## src/rtl/alu_shift_sequencer.sv

```systemverilog
// Issue/capture sequencer around the ALU: runs one or more ALU passes per
// request, feeding ALUOut back into A, then returns result and flags.
module alu_shift_sequencer #(
    parameter int CNT_W           = 5,
    parameter bit WF_ON_LAST_ONLY = 1'b0
) (
    input  logic             Clock,
    input  logic             Reset,
    input  logic             ReqValid,
    output logic             ReqReady,
    input  logic [4:0]       ReqFunSel,
    input  logic [31:0]      ReqA,
    input  logic [31:0]      ReqB,
    input  logic [CNT_W-1:0] ReqCount,
    output logic [31:0]      AluA,
    output logic [31:0]      AluB,
    output logic [4:0]       AluFunSel,
    output logic             AluWF,
    input  logic [31:0]      AluOut,
    input  logic [3:0]       AluFlags,
    output logic             RspValid,
    input  logic             RspReady,
    output logic [31:0]      RspData,
    output logic [3:0]       RspFlags
);

    typedef enum logic [1:0] {
        IDLE,
        EXEC,
        SETTLE,
        RESP
    } state_t;

    state_t state;
    state_t state_next;

    logic [CNT_W-1:0] n_pass;
    logic [CNT_W-1:0] cnt;
    logic [CNT_W-1:0] cnt_next;
    logic [CNT_W-1:0] req_n;
    logic             shift_class;
    logic             last;

    // Only shift/rotate codes take multiple passes; a zero count still runs once.
    assign shift_class = (ReqFunSel[3:0] >= 4'b1011);
    assign req_n       = (shift_class && (ReqCount != '0)) ? ReqCount : CNT_W'(1);
    assign cnt_next    = cnt + CNT_W'(1);
    assign last        = (cnt_next == n_pass);
    assign ReqReady    = (state == IDLE);

    always_ff @(posedge Clock or posedge Reset) begin
        if (Reset) begin
            state <= IDLE;
        end else begin
            state <= state_next;
        end
    end

    always_comb begin
        state_next = state;
        unique case (state)
            IDLE:   if (ReqValid) state_next = EXEC;
            EXEC:   if (last) state_next = SETTLE;
            SETTLE: state_next = RESP;
            RESP:   if (RspReady) state_next = IDLE;
        endcase
    end

    always_ff @(posedge Clock or posedge Reset) begin
        if (Reset) begin
            AluA      <= '0;
            AluB      <= '0;
            AluFunSel <= '0;
            AluWF     <= 1'b0;
            n_pass    <= '0;
            cnt       <= '0;
            RspValid  <= 1'b0;
            RspData   <= '0;
            RspFlags  <= '0;
        end else begin
            unique case (state)
                IDLE: begin
                    if (ReqValid) begin
                        AluA      <= ReqA;
                        AluB      <= ReqB;
                        AluFunSel <= ReqFunSel;
                        n_pass    <= req_n;
                        cnt       <= '0;
                        AluWF     <= WF_ON_LAST_ONLY ? (req_n == CNT_W'(1)) : 1'b1;
                    end
                end
                EXEC: begin
                    // AluA doubles as the accumulator across passes.
                    AluA <= AluOut;
                    cnt  <= cnt_next;
                    if (last) begin
                        AluWF <= 1'b0;
                    end else begin
                        AluWF <= WF_ON_LAST_ONLY ?
                                 ((cnt_next + CNT_W'(1)) == n_pass) : 1'b1;
                    end
                end
                SETTLE: begin
                    RspData  <= AluA;
                    RspFlags <= AluFlags;
                    RspValid <= 1'b1;
                end
                RESP: begin
                    if (RspReady) RspValid <= 1'b0;
                end
            endcase
        end
    end

endmodule

```

## config.mk

```make
export PLATFORM = sky130hd
export DESIGN_NAME = alu_shift_sequencer
export DESIGN_NICKNAME = d
export VERILOG_FILES = /design/src/rtl/alu_shift_sequencer.sv
export SDC_FILE = /design/constraint.sdc
export NUM_CORES = 1
export LEC_CHECK = 0
export ABC_CLOCK_PERIOD_IN_PS = 5600
export CORE_MARGIN = 2
export CORE_UTILIZATION = 42
export DETAILED_ROUTE_END_ITERATION = 8
export PLACE_DENSITY = 0.91
export SETUP_SLACK_MARGIN = 0.2
export SYNTH_ARGS = -nofsm -noshare
export SYNTH_HDL_FRONTEND = slang
export SYNTH_SLANG_ARGS = --single-unit
```

## constraint.sdc

```tcl
create_clock -name Clock -period 5.6 [get_ports Clock]
set_clock_uncertainty 0.15 [all_clocks]
set_input_delay 1.12 -clock Clock [delete_from_list [all_inputs] [get_ports Clock]]
set_output_delay 1.12 -clock Clock [all_outputs]
set_load 0.02 [all_outputs]
```

== Yosys cells after proc, flatten, opt, wreduce, memory -nomap -nowiden ==
Index checks and enable logic that the tools add are counted.

* Register bits: 119
* Memories kept: 0
* Output and inout port bits: 108
* Logic and storage cells: 42
* ROM bits: 0
* Bits in writable memories: 0
* Input bits: 114
* Bits in latches: 0

* Reduce and logical (&&, ||, !) cells: 9
* Div/mod/pow operators: 0
* Bitwise gates (word level): 0
* $add $sub $neg: 1
* $lt $le $gt $ge: 1
* Multipliers: 0
* Eq/ne operators: 7
* Shift-type cells: 0
* Mux-type cells: 14

{| class="wikitable"
|+ Operator list
! cell !! count
|-
| $pmux W32 S2 || 1
|-
| $mux W32 || 1
|-
| $mux W5 || 2
|-
| $pmux W5 S2 || 1
|-
| $pmux W2 S4 || 1
|-
| $mux W2 || 3
|-
| $ne A2 B2 Y1 const B || 3
|-
| $reduce_and A2 Y1 || 3
|-
| $add A5 B1 Y5 const B || 1
|-
| $eq A5 B5 Y1 || 1
|-
| $reduce_bool A5 Y1 || 1
|-
| $eq A2 B2 Y1 const B || 2
|-
| $ge A4 B4 Y1 const B || 1
|-
| $pmux W1 S2 || 2
|-
| $reduce_bool A2 Y1 || 2
|-
| $mux W1 || 3
|-
| $reduce_and A3 Y1 || 1
|-
| $eq A2 B1 Y1 const B || 1
|-
| $logic_not A2 Y1 || 1
|-
| $logic_and A1 B1 Y1 || 1
|}

== Longest topological paths before layout ==
* Depth after elaboration: 4
* Mapped depth: 7
* Depth with buffers taken out: 6

== Worst setup path before layout ==
OpenSTA, ideal clock, no wires.

* Path kind: input-to-reg
* Start: input port ReqValid
* End: register AluB[10]
* Path buffers: 1
* Arrival: 1943 ps
* Data required time: 5325 ps
* Path slack: 3383 ps
* Cell stages on the path: 3
* Library setup time: 125 ps
* Path through: nand2_1 -> buf_1 -> mux2_2

* Word-level cells in the longest chain between the ends: 1

{| class="wikitable"
|+ RTL lines
! what !! line !! text
|-
| start, declared || 9 || <nowiki>input logic ReqValid,</nowiki>
|-
| $reduce_and A2 Y1 (no line) || - ||
|-
| end signal, assigned || 85 || <nowiki>AluB <= ReqB;</nowiki>
|-
| end, declared || 16 || <nowiki>output logic [31:0] AluB,</nowiki>
|}

No other way between the ends.
A chain may end at the register's enable or synchronous reset.

== Worst setup path in the final report ==
* Start: register state[0]
* End: output port ReqReady

* Word-level cells in the longest chain between the ends: 1

{| class="wikitable"
|+ RTL lines
! what !! line !! text
|-
| start, declared || 34 || <nowiki>state_t state;</nowiki>
|-
| start signal, assigned || 55 || <nowiki>state <= state_next;</nowiki>
|-
| $logic_not A2 Y1 || 49 || <nowiki>assign ReqReady = (state == IDLE);</nowiki>
|-
| end, declared || 10 || <nowiki>output logic ReqReady,</nowiki>
|}

No other way between the ends.

==> results by group <==
CTS
  – H-tree Lvls: 4
  – Clk buf depth: 2
  – Clock net sink count: 119
  – CTS tree: built
  – Postcts setup bufs: 0
  – Later-pin clock latency in the skew report: 0.40 ns
  – Clock-pin transition on the worst setup and hold timing paths: 0.05 ns
  – Clock root cell: clkbuf_16
  – Post-CTS resize count: 0
  – Total CTS buffers: 17
  – Hold-fix buffers, CTS: 0

Power
  – Pleak: 0.00338 uW
  – Total power: 5210 uW
  – Max IR drop VDD: 361 uV
  – Total power divided by cell area: 659 nW/um^2

Floorplan
  – Chip Height: 112 um
  – Die X: 112 um
  – # rows: 39
  – Die ar.: 12600 um^2
  – Initial Util: 43.1%
  – # IOs: 222
  – Core area: 11400 um^2

Synthesis
  – Synth Area in Compound Gates: 7.06%
  – Synth top area cells: dfrtp_1, mux2_2, mux2i_1
  – Yosys top cell by area: dfrtp_1
  – Share of the synthesized area in the top cell type: 60.5%
  – Synth Warn #: 0
  – Adder-cell area share of the yosys netlist: 1.27%
  – Synth Net Count: 491
  – Netlist cell types: 35
  – Simple-gate share of the synthesized area: 4.72%
  – Largest family of logic cells by synthesized area: multiplexers
  – XOR/XNOR Fraction of Synth Area: 0.889%
  – Sequential element share of the synthesized area: 60.5%
  – Mean post-synth cell area: 13.2 um^2
  – Register bit count reported by yosys: 119
  – Mux cell area share after synthesis: 23.4%
  – Syn Inst Count: 372
  – Synthesized cell area: 4930 um^2

Cells and area
  – Register Area: 2980 um^2
  – Commonest non-fill, non-tap cell in the layout: clkdlybuf4s50_1
  – Most frequent cells in the layout: clkdlybuf4s50_1, dfrtp_1, mux2_2, nand2_1, o21ai_0
  – Area Overhead vs Synth: 60.5%
  – Fillers: 795
  – Area of the multi-input gates: 1860 um^2
  – Final Net Count: 715
  – N_diodes: 0
  – Layout cells sized above 1: 18.8%
  – Core Util, Final: 69.2%

Worst setup path
  – Critical path arrival: 1.95 ns
  – Worst-path fanout max: 8
  – Worst-path cell chain: inv_1 > ha_1 > clkdlybuf4s50_1
  – Worst path bufs/invs: 2
  – Crit-path leading delay family: buffers and inverters
  – Setup CP Type: reg -> out
  – Critical path's largest stage delay: 0.69 ns
  – Critical Path End Type: output port
  – CP Launch Type: flop
  – Worst EP required: 4.33 ns
  – CP max-delay cell: clkdlybuf4s50_1

Timing
  – Fin. max-slew vios: 0
  – Final Hold Viols: 0
  – RSZ-0062 raised after global routing: false
  – Worst rel slew slack: 34.0%
  – Fmax: 0.311 GHz
  – Final worst-path cycle share: 57.4%
  – Final worst path period need: 3.22 ns
  – Final setup violation count: 0
  – Setup TNS: 0 ns
  – Setup ws final: 2.38 ns
  – Slew @ Worst Pin: 0.990 ns

Global routing
  – Overflow after GRT: 0
  – Vias in the first global route: 4166
  – Initial antenna violation count: 0
  – Largest net degree at the start of global routing: 82
  – Global-route wire length before repair: 20.7 mm
  – Total GRT Usage: 20.8%

Placed design
  – GP Congestion: 0.794
  – Pre-CTS WS: 2.56 ns
  – Port Buffers: 221
  – Estimated wirelength of the detail-placed design: 9.14 mm

Run status
  – Status: finished, final reports clean

Drt
  – Routed len/inst: 16.9 um
  – DRT antenna net count: 0
  – Vias per inst: 5.07
  – Initial DRT Pass Iterations: 4
  – Residual DRC: 0
  – Vias: 3805
  – Drt initial violations: 151
  – Routed wire length: 12.7 mm

Run
  – Max Cap Viol: 0

Min path
  – Worst Hold Class: reg -> reg
cell usage after synthesis:
cell type	instances
nor2b_1	2
nand2_1	37
nand3b_1	1
o21ba_1	1
mux2_1	1
dfrtp_1	119
o21ai_1	2
buf_2	3
o211ai_1	1
a21o_2	1
nor2_1	5
nor3b_1	1
nand2b_1	1
o22ai_1	1
inv_1	6
a21oi_1	4
a211oi_2	1
o21ai_0	34
mux2_2	72
nor4_1	1
ha_1	5
a22o_1	6
mux2i_1	33
clkbuf_1	10
buf_1	6
xnor2_1	2
a2111oi_2	1
a21o_1	1
a32o_1	1
nor3_1	3
buf_6	1
xor2_1	3
nand3_1	4
a22oi_1	1
a22o_2	1
per-stage QoR:
step	hold WS (ns)	instance area, um^2	instances
after global placement	0.311	7280	720
after CTS	0.335	7910	751
final	0.333	7910	751
after floorplan	0.341	4930	372
after global routing	0.365	7910	751
after detailed placement	0.323	7280	720
power by group:
group / internal, uW / switching, uW
combinational: 1260 / 1250
clock: 767 / 362
sequential: 1300 / 271
total: 3330 / 1890
sequential cells by signal, summed over array words and instances, names as in the netlist:
signal	count
AluA	32
AluB	32
n_pass	5
cnt	5
RspFlags	4
AluFunSel	5
AluWF	1
state	2
RspData	32
RspValid	1
tightest hold or removal path: stages, from the launching register on:
cell and delay (ns):
dfrtp_1 0.34, nand2_1 0.05, nand2_1 0.06
per-layer routing:
metal	vias to the layer above	routed length (um)	global-route usage, %
li1	1757	-	-
met1	1843	4780	22.3
met2	179	6350	36.7
met3	26	1220	7.78
met4	0	336	9.35
met5	-	0	0
kinds of logic (layout without fill, tap and decap cells):
logic type	count (synthesis)	in the layout
flops	119	119
mux	106	106
compound gates	56	56
simple gates	55	55
buf+inv	26	262
fa+ha+maj	5	5
xor+xnor	5	5
final cells by class:
cell class | instances | area share (%)
repair buffers | 225 | 28.4
inverters | 6 | 0.317
clock buffers | 24 | 6.47
well taps | 143 | 2.26
multi-input cells | 227 | 23.5
clock inverters | 7 | 1.46
flip-flops and latches | 119 | 37.7
worst paths after layout:
kind	end	slack, ns	depth (start not counted)	startpoint
min	AluFunSel[3]	0.33	2	AluFunSel[3]
max	ReqReady	2.38	3	state[0]
min reg2reg	AluFunSel[3]	0.33	2	AluFunSel[3]
max reg2reg	state[1]	3.20	6	cnt[0]
max in group asynchronous	RspData[27]	3.08	3	Reset
min in group asynchronous	AluA[29]	1.16	2	Reset
No activity file was read; power rests on OpenSTA's default activity.
